===== src/rtl/keystone_coeff_sync.sv =====
// rtl/keystone_coeff_sync.sv - frame-synchronous homography coefficient bank swap, soft reset and frame/line counters
module keystone_coeff_sync #(
    parameter int DATA_W    = 32,
    parameter int FRAC_BITS = 16,
    parameter int LINE_W    = 12,
    parameter int RST_HOLD  = 4
) (
    input  logic              aclk,
    input  logic              areset,
    input  logic              aclken,
    input  logic              cfg_wr_en,
    input  logic [2:0]        cfg_wr_addr,
    input  logic [DATA_W-1:0] cfg_wr_data,
    input  logic              cfg_commit,
    input  logic              cfg_enable,
    input  logic              sw_reset,
    input  logic              mon_tvalid,
    input  logic              mon_tready,
    input  logic              mon_tuser,
    input  logic              mon_tlast,
    output logic [DATA_W-1:0] H11,
    output logic [DATA_W-1:0] H12,
    output logic [DATA_W-1:0] H13,
    output logic [DATA_W-1:0] H21,
    output logic [DATA_W-1:0] H22,
    output logic [DATA_W-1:0] H23,
    output logic [DATA_W-1:0] H31,
    output logic [DATA_W-1:0] H32,
    output logic              enable_active,
    output logic              dp_sw_reset,
    output logic              commit_pending,
    output logic              update_done,
    output logic [15:0]       frame_count,
    output logic [LINE_W-1:0] line_count
);

    localparam int CNT_W = (RST_HOLD > 1) ? $clog2(RST_HOLD) : 1;
    localparam logic [DATA_W-1:0] ONE = {{(DATA_W-1){1'b0}}, 1'b1} << FRAC_BITS;

    typedef enum logic [1:0] {IDLE, ARMED, SRST} state_t;

    state_t             state_q, state_d;
    logic [DATA_W-1:0]  stage_q  [8];
    logic [DATA_W-1:0]  active_q [8];
    logic               sw_prev_q;
    logic               pending_q, pending_d;
    logic               upd_q, upd_d;
    logic               dp_q, dp_d;
    logic [CNT_W-1:0]   cnt_q, cnt_d;
    logic               en_q;
    logic [15:0]        frame_q;
    logic [LINE_W-1:0]  line_q;
    logic               swap, run;

    logic beat, sof, eol, sw_rise;
    assign beat    = aclken & mon_tvalid & mon_tready;
    assign sof     = beat & mon_tuser;
    assign eol     = beat & mon_tlast;
    assign sw_rise = aclken & sw_reset & ~sw_prev_q;

    always_ff @(posedge aclk) begin
        if (areset) begin
            state_q <= IDLE;
        end else if (aclken) begin
            state_q <= state_d;
        end
    end

    always_comb begin
        state_d = state_q;
        if (sw_rise) begin
            state_d = SRST;
        end else begin
            case (state_q)
                IDLE:    if (cfg_commit) state_d = ARMED;
                ARMED:   if (sof) state_d = IDLE;
                SRST:    if (cnt_q == '0) state_d = IDLE;
                default: state_d = IDLE;
            endcase
        end
    end

    // run=0 freezes counters at zero and masks sof for the whole soft-reset window
    always_comb begin
        swap      = 1'b0;
        run       = 1'b1;
        pending_d = pending_q;
        upd_d     = 1'b0;
        dp_d      = 1'b0;
        cnt_d     = cnt_q;
        if (sw_rise) begin
            run       = 1'b0;
            pending_d = 1'b0;
            dp_d      = 1'b1;
            cnt_d     = CNT_W'(RST_HOLD - 1);
        end else begin
            case (state_q)
                IDLE: pending_d = cfg_commit;
                ARMED: begin
                    if (sof) begin
                        swap      = 1'b1;
                        pending_d = 1'b0;
                        upd_d     = 1'b1;
                    end
                end
                SRST: begin
                    run       = 1'b0;
                    pending_d = 1'b0;
                    if (cnt_q != '0) begin
                        dp_d  = 1'b1;
                        cnt_d = cnt_q - CNT_W'(1);
                    end
                end
                default: pending_d = 1'b0;
            endcase
        end
    end

    always_ff @(posedge aclk) begin
        if (areset) begin
            for (int i = 0; i < 8; i++) begin
                stage_q[i]  <= (i == 0 || i == 4) ? ONE : '0;
                active_q[i] <= (i == 0 || i == 4) ? ONE : '0;
            end
            sw_prev_q <= 1'b0;
            pending_q <= 1'b0;
            upd_q     <= 1'b0;
            dp_q      <= 1'b0;
            cnt_q     <= '0;
            en_q      <= 1'b0;
            frame_q   <= '0;
            line_q    <= '0;
        end else if (aclken) begin
            // active copies the pre-edge staging, so a same-cycle write stays staging-only
            if (swap) active_q <= stage_q;
            if (cfg_wr_en) stage_q[cfg_wr_addr] <= cfg_wr_data;
            sw_prev_q <= sw_reset;
            pending_q <= pending_d;
            upd_q     <= upd_d;
            dp_q      <= dp_d;
            cnt_q     <= cnt_d;
            if (!run) begin
                frame_q <= '0;
                line_q  <= '0;
            end else if (sof) begin
                frame_q <= frame_q + 16'd1;
                line_q  <= LINE_W'(eol);
                en_q    <= cfg_enable;
            end else if (eol) begin
                line_q  <= line_q + LINE_W'(1);
            end
        end
    end

    assign H11            = active_q[0];
    assign H12            = active_q[1];
    assign H13            = active_q[2];
    assign H21            = active_q[3];
    assign H22            = active_q[4];
    assign H23            = active_q[5];
    assign H31            = active_q[6];
    assign H32            = active_q[7];
    assign enable_active  = en_q;
    assign dp_sw_reset    = dp_q;
    assign commit_pending = pending_q;
    assign update_done    = upd_q;
    assign frame_count    = frame_q;
    assign line_count     = line_q;

endmodule


===== config.mk =====
export PLATFORM = sky130hd
export DESIGN_NAME = keystone_coeff_sync
export DESIGN_NICKNAME = d
export VERILOG_FILES = /design/src/rtl/keystone_coeff_sync.sv
export SDC_FILE = /design/constraint.sdc
export NUM_CORES = 1
export LEC_CHECK = 0
export BUFFER_PORTS_ARGS = -buffer_cell sky130_fd_sc_hd__buf_2
export CORE_MARGIN = 10
export CORE_UTILIZATION = 42
export DETAILED_ROUTE_END_ITERATION = 16
export PLACE_DENSITY = 0.69
export SYNTH_ARGS = -nofsm -noshare
export SYNTH_HDL_FRONTEND = slang
export SYNTH_SLANG_ARGS = --single-unit
export TNS_END_PERCENT = 1

===== constraint.sdc =====
create_clock -name aclk -period 2 [get_ports aclk]
set_input_delay 0.6 -clock aclk [delete_from_list [all_inputs] [get_ports aclk]]
set_output_delay 0.6 -clock aclk [all_outputs]
set_load 0.1 [all_outputs]

==> reports/qor.yml <==
drv_cap: 0
routed_via_density: 5.256
worst_hold_path_type: "input pin to flip-flop"
worst_slew_pin_slew_ns: 0.8802
initial_utilization_pct: 42.55
wl_per_cell_um: 19.55
io_pins: 334
crit_fanout: 2
place_ws_ns: -0.1199
gp_congestion: 0.8686
synth_cells: 2509
num_vias: 17900
cts_tree: "built"
p_sw_mw: 5.091
relSlewSlack_pct: 41.32
syn_area_per_cell_um2: 7.912
layout.nets: 2804
drive_above_1_share_pct: 19.42
hold_viol: 0
synth_seq_cells: 549
period_minus_slack_ns: 1.971
async_reset_ff_share_pct: 0
drtAntennaViolNets: 0
status: "complete, no violations"
syn-cell-area_mm2: 0.01985
grt_pass1_wl_um: 99280
synth_edf_count: 0
vdd_drop_max_uv: 666.7
crit_chain: "buf_2"
cts-root-buf: "clkbuf_16"
cp-start-kind: "flip-flop"
grt_pass1_vias: 16860
grt_overflow: 0
fin_ws_ns: 0.02934
grt_max_degree: 196
ys.warnings.count: 0
portBuffers: 333
fillers: 4318
track_usage_pct: 22.56
cp.required_ns: 1.40
slew_violations: 0
fmax_mhz: 507.4
synth_nets: 2558
pwr-share-comb_pct: 4.0
worstSetupPathType: "flip-flop to output pin"
coreArea_mm2: 0.04665
slowest_stage: "buf_2"
antenna_found_initial: 4
final_cell_mix: "nand2_1, dfxtp_1, a21oi_1"
ys_seq_area_share_pct: 55.36
drc: 0
p_sw_share_pct: 22.41
power.internal_mw: 17.62
cts.clk_slew.worst_paths_ns: 0.06
dp_hpwl_um: 42650
leakage_nw: 9.001
p_clk_share_pct: 47.3
arrival_ns: 1.37
slowest_delay_ns: 0.43
insertion_delay_ns: 0.60
cellPowerDensity_mw_per_mm2: 921.1
crit_family: "buffers and inverters"
clock-sinks: 549
power.total_mw: 22.71
firstDrtPassIters: 6
clockBufferDepth: 3
finalSetupViolations: 0
drtIter0Drc: 1795
fin_crit_sh_pct: 98.53
path_buf_inv: 1
postCtsSetupRepairBufs: 0
final_common_cell: "nand2_1"
synthFlopType: "dfxtp_1"
die_y_um: 237.4
die_w_um: 237.4
die-area_mm2: 0.05636
critPathCaptureType: "output pin"
skew_ns: 0.02259
drt_wl_total_um: 66590
area_growth_pct: 24.23
cts_buffers: 56
cts_max_level: 2
ys_types: 58
rows: 79
p_seq_share_pct: 48.7
path summary, 6_finish.rpt:
kind                             startpoint              to  slack (ns)  cells past startpoint
worst min-delay path                 areset  frame_count[7]        0.24                      2
worst max-delay path                H13[10]         H13[10]        0.03                      1
worst max register to register   state_q[0]          H21[5]        0.22                      5
worst min register to register  stage_q[32]          H31[0]        0.43                      2
sequential cells by signal, indices dropped and copies added (netlist names), 2 cells and up:
name         count
stage_q        256
H11             32
H12             32
H13             32
H21             32
H22             32
H23             32
H31             32
H32             32
frame_count     16
line_count      12
cnt_q            2
state_q          2
per-layer routing:
metal	track usage (%)	wire length, µm
met5	0	23
met1	26.44	25670
met4	11.85	3225
met3	6.317	5966
met2	37.13	31710
cell families after synthesis:
group | after synthesis | synth area share [%]
compound gates | 567 | 14.76
xor+xnor | 6 | 0.2648
fa+ha+maj | 3 | 0.1891
buf+inv | 223 | 5.773
flops | 549 | 55.36
mux | 4 | 0.2080
simple gates | 1157 | 23.44
Yosys cell counts (2+ instances only):
cell	instances	area (µm²)
nand3b_1	5	37.54
xor2_1	3	26.28
nor3_1	9	45.04
nand3_1	22	110.1
o31ai_1	3	22.52
and3_1	3	18.77
nand2_1	1035	3885
ha_1	3	37.54
inv_1	5	18.77
buf_4	2	15.01
or3b_2	4	35.03
mux2i_1	3	30.03
nand4_1	16	100.1
a21oi_1	522	2613
and2_1	2	12.51
o2111ai_1	2	17.52
nor4_1	2	12.51
xnor2_1	3	26.28
buf_6	26	292.8
buf_2	74	370.4
clkbuf_1	105	394.1
nand2b_1	8	50.05
and4_1	3	26.28
clkbuf_2	11	55.05
nand3b_2	2	22.52
nor3b_2	3	37.54
a22o_1	3	26.28
or3_1	7	43.79
nor2_1	22	82.58
a31oi_1	15	93.84
o21ai_0	8	40.04
or2_2	2	12.51
a211o_1	2	17.52
dfxtp_1	549	10990
nor3_2	2	20.02
through the flow:
step / cell area (µm²) / utilization, % / std cells / TNS [ns] / hold WS, ns
final: 24660 / 52.86 / 3406 / 0 / 0.2359
after global routing: 24660 / 52.85 / 3405 / -0.007294 / 0.2130
after CTS: 24520 / 52.57 / 3403 / 0 / 0.1974
after detailed placement: 22190 / 47.56 / 3304 / -19.36 / 0.4432
after global placement: 22190 / 47.56 / 3304 / -11.30 / 0.4356
after floorplan: 19880 / - / 2509 / -0.06531 / 0.4321
cell type report:
cell class                 count  area [µm²]  area share [%]
tap                          607       759.5           3.080
sequential                   549       11010           44.66
clock buffer                  73        1565           6.347
antenna                        3       7.507         0.03044
clock inverter                26       330.3           1.339
inverter                       5       18.77         0.07610
timing repair buffer         406        3194           12.95
multi-input combinational   1737        7771           31.51
power by group through the flow:
stage | registers [mW] | clock network (mW) | logic (mW)
3_3_place_gp | 11.3 | 0 | 0.877
5_1_grt | 11.1 | 11.4 | 0.951
2_1_floorplan | 11.3 | 0 | 0.455
4_1_cts | 11.1 | 10.9 | 0.898
6_report | 11.1 | 10.7 | 0.906
3_5_place_dp | 11.3 | 0 | 0.893
timing repair:
action	in CTS	in global routing
pin swaps	0	0
setup endpoints to repair	173	51
gates resized for setup	175	51
hold buffers	0	0
Note: power is estimated with default switching activity, not from simulation.
